--- config.mk ---
export PLATFORM = sky130hd
export DESIGN_NAME = rx_fifo
export DESIGN_NICKNAME = d
export VERILOG_FILES = /design/src/rtl/uart_pkg.sv /design/src/rtl/fifo_mem.sv /design/src/rtl/rx_fifo.sv
export SDC_FILE = /design/constraint.sdc
export NUM_CORES = 1
export LEC_CHECK = 0
export ABC_AREA = 1
export BUFFER_PORTS_ARGS = -buffer_cell sky130_fd_sc_hd__buf_2
export CAP_MARGIN = 10
export CELL_PAD_IN_SITES_DETAIL_PLACEMENT = 1
export CELL_PAD_IN_SITES_GLOBAL_PLACEMENT = 1
export CORE_MARGIN = 3
export CORE_UTILIZATION = 33
export DETAILED_ROUTE_END_ITERATION = 16
export GPL_TIMING_DRIVEN = 1
export PLACE_DENSITY_LB_ADDON = 0.1
export SLEW_MARGIN = 20
export SYNTH_ARGS = -nofsm -noshare
export SYNTH_HDL_FRONTEND = slang
export SYNTH_SLANG_ARGS = --single-unit
export TNS_END_PERCENT = 100
--- constraint.sdc ---
create_clock -name clk -period 2.95 [get_ports clk]
set_input_delay 0.59 -clock clk [delete_from_list [all_inputs] [get_ports clk]]
set_output_delay 0.59 -clock clk [all_outputs]
set_load 0.005 [all_outputs]
--- src/rtl/uart_pkg.sv ---
// Shared UART constants and width helpers.
package uart_pkg;

   localparam int unsigned UART_DATA_W             = 8;
   localparam int unsigned RX_FIFO_DEPTH_DEFAULT   = 16;
   localparam int unsigned RX_FIFO_THRESH_DEFAULT  = 8;
   localparam int unsigned RX_FIFO_TIMEOUT_DEFAULT = 640;

   // Pointer/level width: index bits plus one wrap bit.
   localparam int unsigned RX_FIFO_PTR_W_DEFAULT   = $clog2(RX_FIFO_DEPTH_DEFAULT) + 1;
   // Idle counter width: must hold TIMEOUT_CYCLES itself.
   localparam int unsigned RX_FIFO_TMO_W_DEFAULT   = $clog2(RX_FIFO_TIMEOUT_DEFAULT + 1);

endpackage : uart_pkg

--- src/rtl/fifo_mem.sv ---
// Byte storage for rx_fifo: one synchronous write port, one combinational read port, no reset.
module fifo_mem
   import uart_pkg::*;
#(
   parameter int unsigned DEPTH = RX_FIFO_DEPTH_DEFAULT
) (
   input  logic                       clk,
   input  logic                       we,
   input  logic [$clog2(DEPTH)-1:0]   waddr,
   input  logic [UART_DATA_W-1:0]     wdata,
   input  logic [$clog2(DEPTH)-1:0]   raddr,
   output logic [UART_DATA_W-1:0]     rdata
);

   logic [UART_DATA_W-1:0] mem [DEPTH];

   // Write the incoming byte at the write index.
   always_ff @(posedge clk) begin
      if (we) begin
         mem[waddr] <= wdata;
      end
   end

   // Head-of-queue read, no latency.
   assign rdata = mem[raddr];

endmodule : fifo_mem

--- src/rtl/rx_fifo.sv ---
// Receive byte FIFO between the UART receiver and the host: FWFT read side,
// fill level, threshold flag and character-timeout flag.
module rx_fifo
   import uart_pkg::*;
#(
   parameter int unsigned DEPTH          = RX_FIFO_DEPTH_DEFAULT,
   parameter int unsigned THRESH         = RX_FIFO_THRESH_DEFAULT,
   parameter int unsigned TIMEOUT_CYCLES = RX_FIFO_TIMEOUT_DEFAULT
) (
   input  logic                     clk,
   input  logic                     rst_n,
   input  logic [UART_DATA_W-1:0]   rx_data,
   input  logic                     rx_data_valid,
   output logic                     host_ready,
   output logic [UART_DATA_W-1:0]   rd_data,
   output logic                     rd_valid,
   input  logic                     rd_ready,
   input  logic                     flush,
   output logic [$clog2(DEPTH):0]   level,
   output logic                     thresh_hit,
   output logic                     rx_timeout
);

   localparam int unsigned AW = $clog2(DEPTH);
   localparam int unsigned PW = AW + 1;
   localparam int unsigned TW = $clog2(TIMEOUT_CYCLES + 1);

   logic [PW-1:0]          wr_ptr;
   logic [PW-1:0]          rd_ptr;
   logic [PW-1:0]          wr_ptr_nxt;
   logic [PW-1:0]          rd_ptr_nxt;
   logic [PW-1:0]          level_nxt;
   logic [TW-1:0]          tmo_cnt;
   logic [TW-1:0]          tmo_cnt_nxt;
   logic                   thresh_nxt;
   logic                   tmo_nxt;
   logic                   empty;
   logic                   full;
   logic                   push;
   logic                   pop;
   logic [UART_DATA_W-1:0] mem_rdata;

   fifo_mem #(
      .DEPTH (DEPTH)
   ) u_mem (
      .clk   (clk),
      .we    (push),
      .waddr (wr_ptr[AW-1:0]),
      .wdata (rx_data),
      .raddr (rd_ptr[AW-1:0]),
      .rdata (mem_rdata)
   );

   // Status and handshakes; host_ready is gated by rst_n so it drops the instant reset asserts.
   always_comb begin
      empty      = (wr_ptr == rd_ptr);
      full       = (wr_ptr[AW-1:0] == rd_ptr[AW-1:0]) && (wr_ptr[AW] != rd_ptr[AW]);
      host_ready = rst_n & rx_data_valid & ~full & ~flush;
      push       = rx_data_valid & host_ready;
      rd_valid   = ~empty;
      pop        = ~empty & rd_ready & ~flush;
      rd_data    = empty ? '0 : mem_rdata;
   end

   // Next pointers, level, idle counter and flags; flush overrides push and pop.
   always_comb begin
      wr_ptr_nxt  = wr_ptr;
      rd_ptr_nxt  = rd_ptr;
      level_nxt   = level;
      tmo_cnt_nxt = tmo_cnt;
      if (flush) begin
         wr_ptr_nxt  = '0;
         rd_ptr_nxt  = '0;
         level_nxt   = '0;
         tmo_cnt_nxt = '0;
      end else begin
         if (push) begin
            wr_ptr_nxt = wr_ptr + PW'(1);
         end
         if (pop) begin
            rd_ptr_nxt = rd_ptr + PW'(1);
         end
         if (push && !pop) begin
            level_nxt = level + PW'(1);
         end else if (pop && !push) begin
            level_nxt = level - PW'(1);
         end
         if (push || pop) begin
            tmo_cnt_nxt = '0;
         end else if (level == '0) begin
            tmo_cnt_nxt = '0;
         end else if (tmo_cnt != TW'(TIMEOUT_CYCLES)) begin
            tmo_cnt_nxt = tmo_cnt + TW'(1);
         end
      end
      thresh_nxt = (level_nxt >= PW'(THRESH));
      tmo_nxt    = !flush && !push && !pop &&
                   (tmo_cnt == TW'(TIMEOUT_CYCLES)) && (level != '0);
   end

   // State registers.
   always_ff @(posedge clk or negedge rst_n) begin
      if (!rst_n) begin
         wr_ptr     <= '0;
         rd_ptr     <= '0;
         level      <= '0;
         tmo_cnt    <= '0;
         thresh_hit <= 1'b0;
         rx_timeout <= 1'b0;
      end else begin
         wr_ptr     <= wr_ptr_nxt;
         rd_ptr     <= rd_ptr_nxt;
         level      <= level_nxt;
         tmo_cnt    <= tmo_cnt_nxt;
         thresh_hit <= thresh_nxt;
         rx_timeout <= tmo_nxt;
      end
   end

endmodule : rx_fifo

==> results of run 1 <==
## cells in the mapped netlist (all sizes together)
cell type | instances | share of area, %
o21ai | 75 | 5.5
nand3 | 24 | 2.2
nor2 | 107 | 6.7
clkbuf | 17 | 0.94
edfxtp | 128 | 57
o221ai | 12 | 1.6
o22ai | 20 | 1.8
or2 | 2 | 0.18
ha | 10 | 1.8
nand3b | 1 | 0.17
xor2 | 6 | 0.78
xnor2 | 2 | 0.26
a211oi | 1 | 0.11
inv | 44 | 2.5
dfrtp | 27 | 10
nand4 | 4 | 0.59
nand2 | 78 | 5.0
a31oi | 8 | 0.74
o211ai | 4 | 0.44
a21oi | 10 | 0.79
buf | 8 | 0.74
nor3 | 4 | 0.30
## worst max-delay path: cells and delay by family, from the launching register on
family | cells | cell delay, ns
buffers and inverters | 3 | 0.70
flip-flops | 1 | 0.40
AND/OR/NAND/NOR | 4 | 0.38
AO/OA/AOI/OAI | 1 | 0.28
## state kept, by name (all words and copies together) (netlist names)
signal,cells
rd_ptr,5
tmo_cnt,10
rx_timeout,1
thresh_hit,1
u_mem.mem,128
wr_ptr,5
level,5
## area by class of cell
type                    count  area (um2)
inverters                  44         183
multi-input cells         368        1980
clock inverters            11         120
well taps                 265         332
flip-flops and latches    155        4520
repair buffers             54         362
clock buffers              21         440
fillers                  2175       11900
## final timing paths
kind                                        from                    endpoint  slack [ns]
max                        rd_ptr[1]$_DFFE_PN0P_                  rd_data[7]        0.17
min                                        rst_n      tmo_cnt[7]$_DFFE_PN0P_        0.20
max reg2reg                rd_ptr[1]$_DFFE_PN0P_  u_mem.mem[10][7]$_DFFE_PP_        0.60
min reg2reg                wr_ptr[4]$_DFFE_PN0P_       wr_ptr[4]$_DFFE_PN0P_        0.48
max in group asynchronous                  rst_n       rd_ptr[0]$_DFFE_PN0P_        2.45
min in group clk                           flush       wr_ptr[2]$_DFFE_PN0P_        0.44
## power groups by stage
stage | clock network [W] | logic (W) | registers, W
floorplan | 0 | 0.000311 | 0.00246
global placement | 0 | 0.000522 | 0.00246
detailed placement | 0 | 0.000528 | 0.00246
CTS | 0.00217 | 0.000531 | 0.00241
global route | 0.00226 | 0.000590 | 0.00242
finish | 0.00213 | 0.000519 | 0.00241
## stage by stage
step                      util [%]  instance area (um2)  instances
after floorplan                  -                 6780        592
after global placement        37.0                 7350        886
after detailed placement      37.0                 7350        886
after CTS                     39.9                 7910        918
after global routing          40.0                 7930        918
final                         40.0                 7930        918
## routing by layer
layer  vias to the layer above  routed length, um  share of wire, %
met5                         -                  0                 0
li1                       2187                  -                 -
met3                        21                571               3.2
met2                        79               8720                49
met1                      2302               8320                47
met4                         0                259               1.4
## cell families after synthesis
logic type / after synthesis
compound gates: 130
xor+xnor: 8
fa+ha+maj: 10
buf+inv: 69
flops: 155
simple gates: 220
## what timing repair did
action                                  CTS  global route
hold endpoints to repair                  0             0
gates resized for setup                   0             6
endpoints found under the setup margin    0             3
==> flow_metrics.py, run 1 <==
metrics = {
    "yosys": {
        "yosys.area_share.adder_pct": 1.85,
        "synth_compound_area_share_pct": 11.0,
        "synth_top_family_by_area": "simple AND/OR/NAND/NOR gates",
        "syn_avg_cell_area_um2": 11.4,
        "synthSimpleGateAreaFrac_pct": 15.2,
        "synth_cell_types": 38,
        "synth-seq-cells": 155,
        "syn_nets": 615,
        "synth.yosys.seq_area_share_pct": 66.7,
        "yosysWarnings": 0,
        "synthCells": 592,
        "syn_area_mm2": 0.00678,
        "synth_mux_area_share_pct": 0,
        "synth_xor_xnor_area_share_pct": 1.03,
    },
    "sta": {
        "slew_violations": 0,
        "finalHoldViolCount": 0,
        "period_share_pct": 94.2,
        "setup_viol": 0,
        "max_slew_margin_pct": 72.4,
        "rsz0062_at_grt": "no",
        "fmax_mhz": 360,
        "fin_hold_ws_ns": 0.198,
        "finalCriticalPeriod_ns": 2.78,
        "setup_slack_ns": 0.171,
        "clock-skew-final_ns": 0.00686,
        "fin_setup_tns_ns": 0,
        "worst_pin_slew_ns": 0.414,
    },
    "critical_path": {
        "reg2regPathDepth": 10,
        "cp-end-kind": "primary output",
        "critical_path_class": "register to primary output",
        "cp.arrival_ns": 2.19,
        "max_stage_delay_ns": 0.40,
        "timing.critical_path.fanout_max": 35,
        "cp_slowest_cell": "dfrtp_1",
        "worstPathCellList": "buf_6, nand2_1, nand2_2, nor2_4, nand3_4, clkinvlp_4, a31oi_1, buf_2",
        "crit_path_start_kind": "register",
        "worst_ep_required_time_ns": 2.36,
    },
    "global_route": {
        "grt_pass1_vias": 4957,
        "global_route.usage.met2_pct": 28.1,
        "busiest_layer": "met2",
        "antenna_found_initial": 0,
        "use_met3_pct": 3.34,
        "grt_pass1_wl_mm": 28.5,
        "track_usage_pct": 17.0,
        "gr-total-overflow": 0,
        "use_met1_pct": 22.8,
        "grt_max_degree": 67,
    },
    "floorplanning": {
        "die_h_um": 149,
        "die_x_um": 149,
        "pin_count": 30,
        "start_util_pct": 34.1,
        "die_area_mm2": 0.0223,
        "num_rows": 51,
        "core_area_mm2": 0.0198,
    },
    "clock_network": {
        "cts_hold_buf": 0,
        "postCtsSetupRepairBufs": 0,
        "clock-sinks": 155,
        "clock_latency_ns": 0.42,
        "path_clk_slew_ns": 0.06,
        "cts_made_buffers": 17,
        "cts_tree": "done",
        "cts-root-buf": "clkbuf_16",
        "cts.path.max_buffers": 2,
        "htree_levels": 4,
    },
    "power": {
        "p_sw_w": 0.00126,
        "p_int_w": 0.00380,
        "pwr-share-clk_pct": 42.0,
        "sw_frac_of_total_pct": 24.8,
        "power_density_mw_per_mm2": 638,
        "pwr-share-comb_pct": 10.3,
        "finalPower_w": 0.00506,
        "peakVddDrop_mv": 0.373,
        "p_leak_nw": 2.99,
        "p_seq_share_pct": 47.7,
    },
    "drt": {
        "dr.pass1.iters": 4,
        "vias": 4589,
        "drt_wl_total_mm": 17.9,
        "drt-wirelength-per-cell_um": 19.5,
        "drc": 0,
        "drt_iter0_markers": 304,
        "viasPerCell": 5.00,
        "postRouteAntennaNets": 0,
    },
    "flow_run": {
        "drv_cap": 0,
    },
    "layout": {
        "final_cell_mix": "edfxtp_1 (128), nor2_1 (101), o21ai_0 (74), nand2_1 (71), inv_1 (33)",
        "area_growth_syn_to_layout_pct": 17.1,
        "drive_above_1_share_pct": 17.6,
        "antenna_cells": 0,
        "nets": 663,
        "final_common_cell": "edfxtp_1",
    },
    "min_path": {
        "min_path_type": "input port to async pin",
    },
    "place": {
        "io_buffers": 29,
        "place.gp.congestion": 0.772,
        "dp_hpwl_mm": 11.6,
        "place_ws_ns": 0.516,
    },
    "run_status": {
        "run_status": "finished clean",
    },
}
(Power assumes the default switching activity.)
==> run 2, diff against run 1 <==
--- a/config.mk
+++ b/config.mk
@@ -12,6 +12,7 @@
 export CELL_PAD_IN_SITES_GLOBAL_PLACEMENT = 1
 export CORE_MARGIN = 3
 export CORE_UTILIZATION = 33
+export CTS_CLUSTER_SIZE = 8
 export DETAILED_ROUTE_END_ITERATION = 16
 export GPL_TIMING_DRIVEN = 1
 export PLACE_DENSITY_LB_ADDON = 0.1
==> constraint.sdc (replaced) <==
create_clock -name clk -period 2.7 [get_ports clk]
set_input_delay 0.54 -clock clk [delete_from_list [all_inputs] [get_ports clk]]
set_output_delay 0.54 -clock clk [all_outputs]
set_load 0.005 [all_outputs]
==> run 2 against run 1 <==
  * Core utilization is 1.2 points higher
  * Cell count grew 1.2%
  * Total power grew 15%
==> flow_metrics.py, run 2 (synthesis gave the netlist of run 1 again) <==
metrics = {
    "run_status": {
        "run_status": "finished clean",
    },
    "clock_network": {
        "clock_latency_ns": 0.43,
        "cts_tree": "done",
        "cts-root-buf": "clkbuf_16",
        "cts_made_buffers": 17,
        "htree_levels": 4,
        "path_clk_slew_ns": 0.07,
        "cts_hold_buf": 0,
        "cts.path.max_buffers": 2,
        "clock-sinks": 155,
    },
    "sta": {
        "fin_setup_tns_ns": 0,
        "setup_viol": 0,
        "max_slew_margin_pct": 70.9,
        "worst_pin_slew_ns": 0.434,
        "period_share_pct": 96.1,
        "clock-skew-final_ns": 0.00892,
        "slew_violations": 0,
        "finalHoldViolCount": 0,
        "finalCriticalPeriod_ns": 2.59,
        "fmax_mhz": 385,
    },
    "min_path": {
        "min_path_type": "input port to async pin",
    },
    "layout": {
        "antenna_cells": 0,
        "nets": 674,
        "area_growth_syn_to_layout_pct": 20.7,
        "drive_above_1_share_pct": 19.9,
        "final_cell_mix": "edfxtp_1 (128), nor2_1 (101), o21ai_0 (74), nand2_1 (70), inv_1 (34)",
        "top_register": "u_mem.mem",
        "largest_reg_flops": 128,
        "final_util_pct": 41.2,
        "reg.largest.list": "u_mem.mem: 128 flops, tmo_cnt: 10 flops",
        "final_common_cell": "edfxtp_1",
    },
    "drt": {
        "viasPerCell": 4.97,
        "vias": 4613,
        "drt_iter0_markers": 230,
        "dr.pass1.iters": 4,
        "drt_wl_total_mm": 18.4,
        "drc": 0,
        "postRouteAntennaNets": 0,
        "drt-wirelength-per-cell_um": 19.8,
    },
    "global_route": {
        "grt_max_degree": 68,
        "track_usage_pct": 16.8,
        "grt_pass1_vias": 4761,
        "gr-total-overflow": 0,
        "antenna_found_initial": 0,
        "grt_pass1_wl_mm": 28.0,
    },
    "place": {
        "dp_hpwl_mm": 11.6,
        "place.gp.congestion": 0.781,
        "io_buffers": 29,
    },
    "floorplanning": {
        "die_x_um": 149,
        "core_area_mm2": 0.0198,
        "die_area_mm2": 0.0223,
        "num_rows": 51,
        "die_h_um": 149,
        "start_util_pct": 34.1,
        "pin_count": 30,
    },
    "critical_path": {
        "cp-end-kind": "primary output",
        "r2r_start": "wr_ptr[4]$_DFFE_PN0P_",
        "r2r_slack_ns": 0.53,
        "worst_ep_required_time_ns": 2.16,
        "reg2regPathDepth": 7,
        "timing.critical_path.fanout_max": 33,
        "critical_path_class": "register to primary output",
        "cp.arrival_ns": 2.05,
        "r2r_end": "u_mem.mem[8][1]$_DFFE_PP_",
        "crit_path_start_kind": "register",
    },
    "power": {
        "p_leak_nw": 3.12,
        "peakVddDrop_mv": 0.402,
        "power_density_mw_per_mm2": 709,
    },
    "flow_run": {
        "drv_cap": 0,
    },
}
[run 2: how the worst max path moves through the flow]
stage / from / end / slack, ns / cells after the start
final: rd_ptr[0]$_DFFE_PN0P_ / rd_data[6] / 0.11 / 7
after global routing: rd_ptr[0]$_DFFE_PN0P_ / rd_data[1] / -0.005 / 8
after CTS: rd_ptr[0]$_DFFE_PN0P_ / rd_data[3] / 0.005 / 8
after detailed placement: rd_ptr[1]$_DFFE_PN0P_ / u_mem.mem[8][3]$_DFFE_PP_ / 0.34 / 10
after global placement: rd_ptr[1]$_DFFE_PN0P_ / u_mem.mem[8][2]$_DFFE_PP_ / 0.37 / 10
after floorplan: wr_ptr[4]$_DFFE_PN0P_ / u_mem.mem[12][0]$_DFFE_PP_ / 0.68 / 6
[run 2: per-stage QoR]
step / total power, W / area, um2 / hold WS (ns) / instances / setup WS, ns
final: 0.00580 / 8180 / 0.131 / 929 / 0.106
after global placement: 0.00326 / 7380 / 0.478 / 888 / 0.368
after detailed placement: 0.00326 / 7380 / 0.489 / 888 / 0.336
after global routing: 0.00604 / 8180 / 0.147 / 929 / -0.00487
after floorplan: 0.00302 / 6780 / 0.244 / 592 / 0.677
after CTS: 0.00582 / 8050 / 0.135 / 921 / 0.00518
[run 2: critical path, cell delays in order (launching register included)]
cell and delay [ns]:
dfrtp_2 0.45, buf_4 0.17, clkbuf_16 0.21, nor2_1 0.12, o22ai_1 0.09, o211ai_1 0.31, a31oi_1 0.12, buf_2 0.15
[run 2: metal layers]
layer / vias to the layer above / wire length [um] / global-route usage [%]
met4: 0 / 241 / 5.31
li1: 2215 / - / -
met5: - / 0 / 0
met2: 71 / 9140 / 27.5
met3: 18 / 732 / 3.56
met1: 2309 / 8310 / 22.4
[run 2: layout make-up]
type | instances | area [um2]
clock inverter | 15 | 198
multi-input combinational | 368 | 1980
timing repair buffer | 65 | 538
inverter | 44 | 186
fill | 2181 | 11700
sequential | 155 | 4520
tap | 265 | 332
clock buffer | 17 | 425
[run 2: timing repair]
item	in CTS	in global routing
buffers inserted	0	6
gates cloned	1	2
gates resized for setup	4	12
pin swaps	0	1
endpoints found under the setup margin	6	9
[run 2: power by group]
group	internal, W	total, W	switching, W
combinational	0.000235	0.000633	0.000398
sequential	0.00261	0.00264	0.0000232
clock	0.00155	0.00253	0.000985
==> run 3, diff against run 2 <==
--- a/config.mk
+++ b/config.mk
@@ -5,7 +5,6 @@
 export SDC_FILE = /design/constraint.sdc
 export NUM_CORES = 1
 export LEC_CHECK = 0
-export ABC_AREA = 1
 export BUFFER_PORTS_ARGS = -buffer_cell sky130_fd_sc_hd__buf_2
 export CAP_MARGIN = 10
 export CELL_PAD_IN_SITES_DETAIL_PLACEMENT = 1
==> run 3 against run 2 <==
  * The run now ends with negative setup slack left
  * Core utilization is essentially flat
  * Clock skew grew 0.00058 ns
  * Register-to-register slack lost 0.41 ns
  * Total power shrank 2.4%
  * Global-route usage shrank 1.2 points
  * Worst setup slack lost 0.35 ns
  * Critical endpoint unchanged
  * Highest routed layer unchanged
==> flow_metrics.py, run 3 <==
metrics = {
    "yosys": {
        "synthCells": 393,
        "yosysWarnings": 0,
        "syn_nets": 416,
        "async_flop_share_pct": 17.4,
        "synth.largest_area_cell": "edfxtp_1",
        "yosys-top-cells-count": "edfxtp_1 (128), mux4_2 (41), dfrtp_1 (27), nor2_1 (25), nor3_1 (20)",
        "synth-seq-cells": 155,
        "synth.yosys.seq_area_share_pct": 67.4,
        "synthFlopType": "edfxtp_1",
        "synth-edff-count": 128,
        "syn_area_mm2": 0.00670,
        "syn_avg_cell_area_um2": 17.1,
        "synth_top_cells_by_area": "edfxtp_1 (57%), mux4_2 (14%), dfrtp_1 (10%)",
        "synth_cell_types": 47,
        "synth.most_common_cell": "edfxtp_1",
        "synth_top_area_share_pct": 57.3,
    },
    "power": {
        "p_seq_share_pct": 47.2,
        "peakVddDrop_mv": 0.438,
        "p_leak_nw": 2.80,
        "power_density_mw_per_mm2": 697,
        "p_sw_w": 0.00143,
        "p_int_w": 0.00423,
        "pwr-share-clk_pct": 38.0,
        "finalPower_w": 0.00566,
        "pwr-share-comb_pct": 14.8,
        "sw_frac_of_total_pct": 25.3,
    },
    "run_status": {
        "run_status": "finished with violations",
        "violations": "negative setup slack",
    },
    "critical_path": {
        "worst-path-buf-inv": 3,
        "crit_family": "multiplexers",
        "crit_path_start_kind": "register",
        "crit_path_start": "rd_ptr[0]$_DFFE_PN0P_",
        "worst_ep_required_time_ns": 2.16,
        "r2r_start": "rd_ptr[0]$_DFFE_PN0P_",
        "critical_path_class": "register to primary output",
        "r2r_slack_ns": 0.12,
        "r2r_end": "u_mem.mem[6][7]$_DFFE_PP_",
        "max_stage_delay_ns": 0.49,
        "cpMostUsedCell": "mux4_2",
        "cp_slowest_cell": "mux4_2",
        "worstPathCellList": "buf_4, clkbuf_16, mux4_2, mux4_2, nor2b_1, buf_2",
        "cp-end-kind": "primary output",
        "reg2regPathDepth": 9,
        "timing.critical_path.fanout_max": 6,
        "cp.arrival_ns": 2.40,
    },
    "clock_network": {
        "path_clk_slew_ns": 0.07,
        "cts_hold_buf": 0,
        "clock-sinks": 155,
        "htree_levels": 4,
        "cts_made_buffers": 17,
        "clock_latency_ns": 0.42,
        "cts-root-buf": "clkbuf_16",
        "cts_tree": "done",
        "cts.path.max_buffers": 2,
    },
    "sta": {
        "finalHoldViolCount": 0,
        "max_slew_margin_pct": 53.7,
        "rsz0062_at_grt": "yes",
        "slew_violations": 0,
        "setup_slack_ns": -0.242,
        "fmax_mhz": 340,
        "clock-skew-final_ns": 0.00950,
        "worst_pin_slew_ns": 0.688,
        "period_share_pct": 109,
        "setup_viol": 8,
        "finalCriticalPeriod_ns": 2.94,
    },
    "drt": {
        "postRouteAntennaNets": 0,
        "drt_wl_total_mm": 16.5,
        "drt-wirelength-per-cell_um": 22.0,
        "drt_iter0_markers": 314,
        "drc": 0,
        "dr.pass1.iters": 4,
        "vias": 3786,
        "viasPerCell": 5.05,
    },
    "floorplanning": {
        "core_area_mm2": 0.0197,
        "die_area_mm2": 0.0221,
        "die_x_um": 149,
        "start_util_pct": 34.0,
        "pin_count": 30,
        "num_rows": 51,
        "die_h_um": 149,
    },
    "layout": {
        "final_cell_mix": "edfxtp_1 (128), buf_4 (47), mux4_2 (41), buf_2 (29), dfrtp_1 (26)",
        "final.fill_count": 1920,
        "drive_above_1_share_pct": 34.3,
        "area_growth_syn_to_layout_pct": 21.3,
        "final_common_cell": "edfxtp_1",
        "top_register": "u_mem.mem",
        "final_area_mm2": 0.00813,
        "reg.largest.list": "u_mem.mem: 128 flops, tmo_cnt: 10 flops",
        "largest_reg_flops": 128,
        "nets": 495,
        "antenna_cells": 0,
    },
    "global_route": {
        "use_met3_pct": 3.02,
        "use_met1_pct": 22.5,
        "track_usage_pct": 15.6,
        "global_route.usage.met2_pct": 24.3,
        "grt_pass1_vias": 4062,
        "grt_max_degree": 37,
        "gr-total-overflow": 0,
        "antenna_found_initial": 0,
        "grt_pass1_wl_mm": 25.4,
        "busiest_layer": "met2",
    },
    "place": {
        "dpl-instance-area_mm2": 0.00746,
        "dp_hpwl_mm": 10.7,
        "place.gp.congestion": 0.725,
        "io_buffers": 29,
    },
    "flow_run": {
        "drv_cap": 0,
    },
    "min_path": {
        "min_path_type": "input port to async pin",
    },
}
[run 3: cell types whose count changed in the layout (fill, tap and decap cells not counted), moves of 14 or more]
cell and change:
mux4_2 +41, o22ai_1 -20, nand3_1 -14, inv_1 -24
buf_4 +19, o21ai_0 -68, nor2_1 -77, nor3_1 +16
nand2_1 -62
[run 3: cell type report]
cell class | count | area (um2) | area share [%]
Sequential cell | 155 | 4520 | 55.6
Multi-Input combinational cell | 207 | 2110 | 26.0
Timing Repair Buffer | 81 | 603 | 7.42
Clock buffer | 19 | 433 | 5.33
Tap cell | 265 | 332 | 4.08
Clock inverter | 12 | 91.3 | 1.12
Inverter | 10 | 37.5 | 0.462
[run 3: worst max path at each step]
stage | endpoint | slack [ns] | depth (start not counted)
6_report | rd_data[6] | -0.24 | 6
5_1_grt | rd_data[5] | -0.32 | 6
4_1_cts | rd_data[1] | -0.28 | 5
3_5_place_dp | rd_data[5] | 0.15 | 5
3_3_place_gp | rd_data[6] | 0.16 | 5
2_1_floorplan | u_mem.mem[1][0]$_DFFE_PP_ | 0.30 | 6
[run 3: stage by stage]
step | std cells | TNS [ns] | worst slack (ns) | hold WS [ns] | utilization (%)
after floorplan | 393 | 0 | 0.297 | 0.244 | -
after global placement | 710 | 0 | 0.164 | 0.545 | 37.8
after detailed placement | 710 | 0 | 0.149 | 0.533 | 37.8
after CTS | 744 | -2.09 | -0.275 | 0.0769 | 40.7
after global routing | 749 | -2.47 | -0.317 | 0.0926 | 41.2
final | 749 | -1.60 | -0.242 | 0.0815 | 41.2
[run 3: cells by family (layout without fill, tap and decap cells)]
kind of cell	after synthesis	in the layout	share of synthesized area [%]
multiplexers	45	45	14.4
flip-flops	155	155	67.4
buffers and inverters	31	122	2.26
AO/OA/AOI/OAI	31	31	3.16
AND/OR/NAND/NOR	98	98	7.67
XOR/XNOR	23	23	3.23
adder cells (fa/ha/maj)	10	10	1.87
[run 3: power groups by stage]
stage / Clock [W] / Sequential, W / Combinational, W
finish: 0.00215 / 0.00267 / 0.000839
global route: 0.00232 / 0.00268 / 0.000922
CTS: 0.00222 / 0.00267 / 0.000793
detailed placement: 0 / 0.00272 / 0.000757
global placement: 0 / 0.00272 / 0.000748
floorplan: 0 / 0.00271 / 0.000489
[run 3: worst register-to-register path: stages, from the launching register on]
cell and delay [ns]:
dfrtp_2 0.47, buf_12 0.18, buf_4 0.17, xnor2_4 0.20, nand4_4 0.16, buf_4 0.18
buf_4 0.17, o211ai_1 0.44, nor3_1 0.11, buf_4 0.22
[run 3: what timing repair did]
item	in CTS	in global routing
resized for setup	5	7
buffers inserted	3	4
cloned	0	1
endpoints found under the setup margin	9	42
pin swaps	0	0
[run 3: layer usage]
layer	vias to the layer above	wire, um	share of wire (%)
li1	1701	-	-
met1	2023	8060	49
met2	49	7850	48
met3	13	427	2.6
met4	0	174	1.1
met5	-	0	0
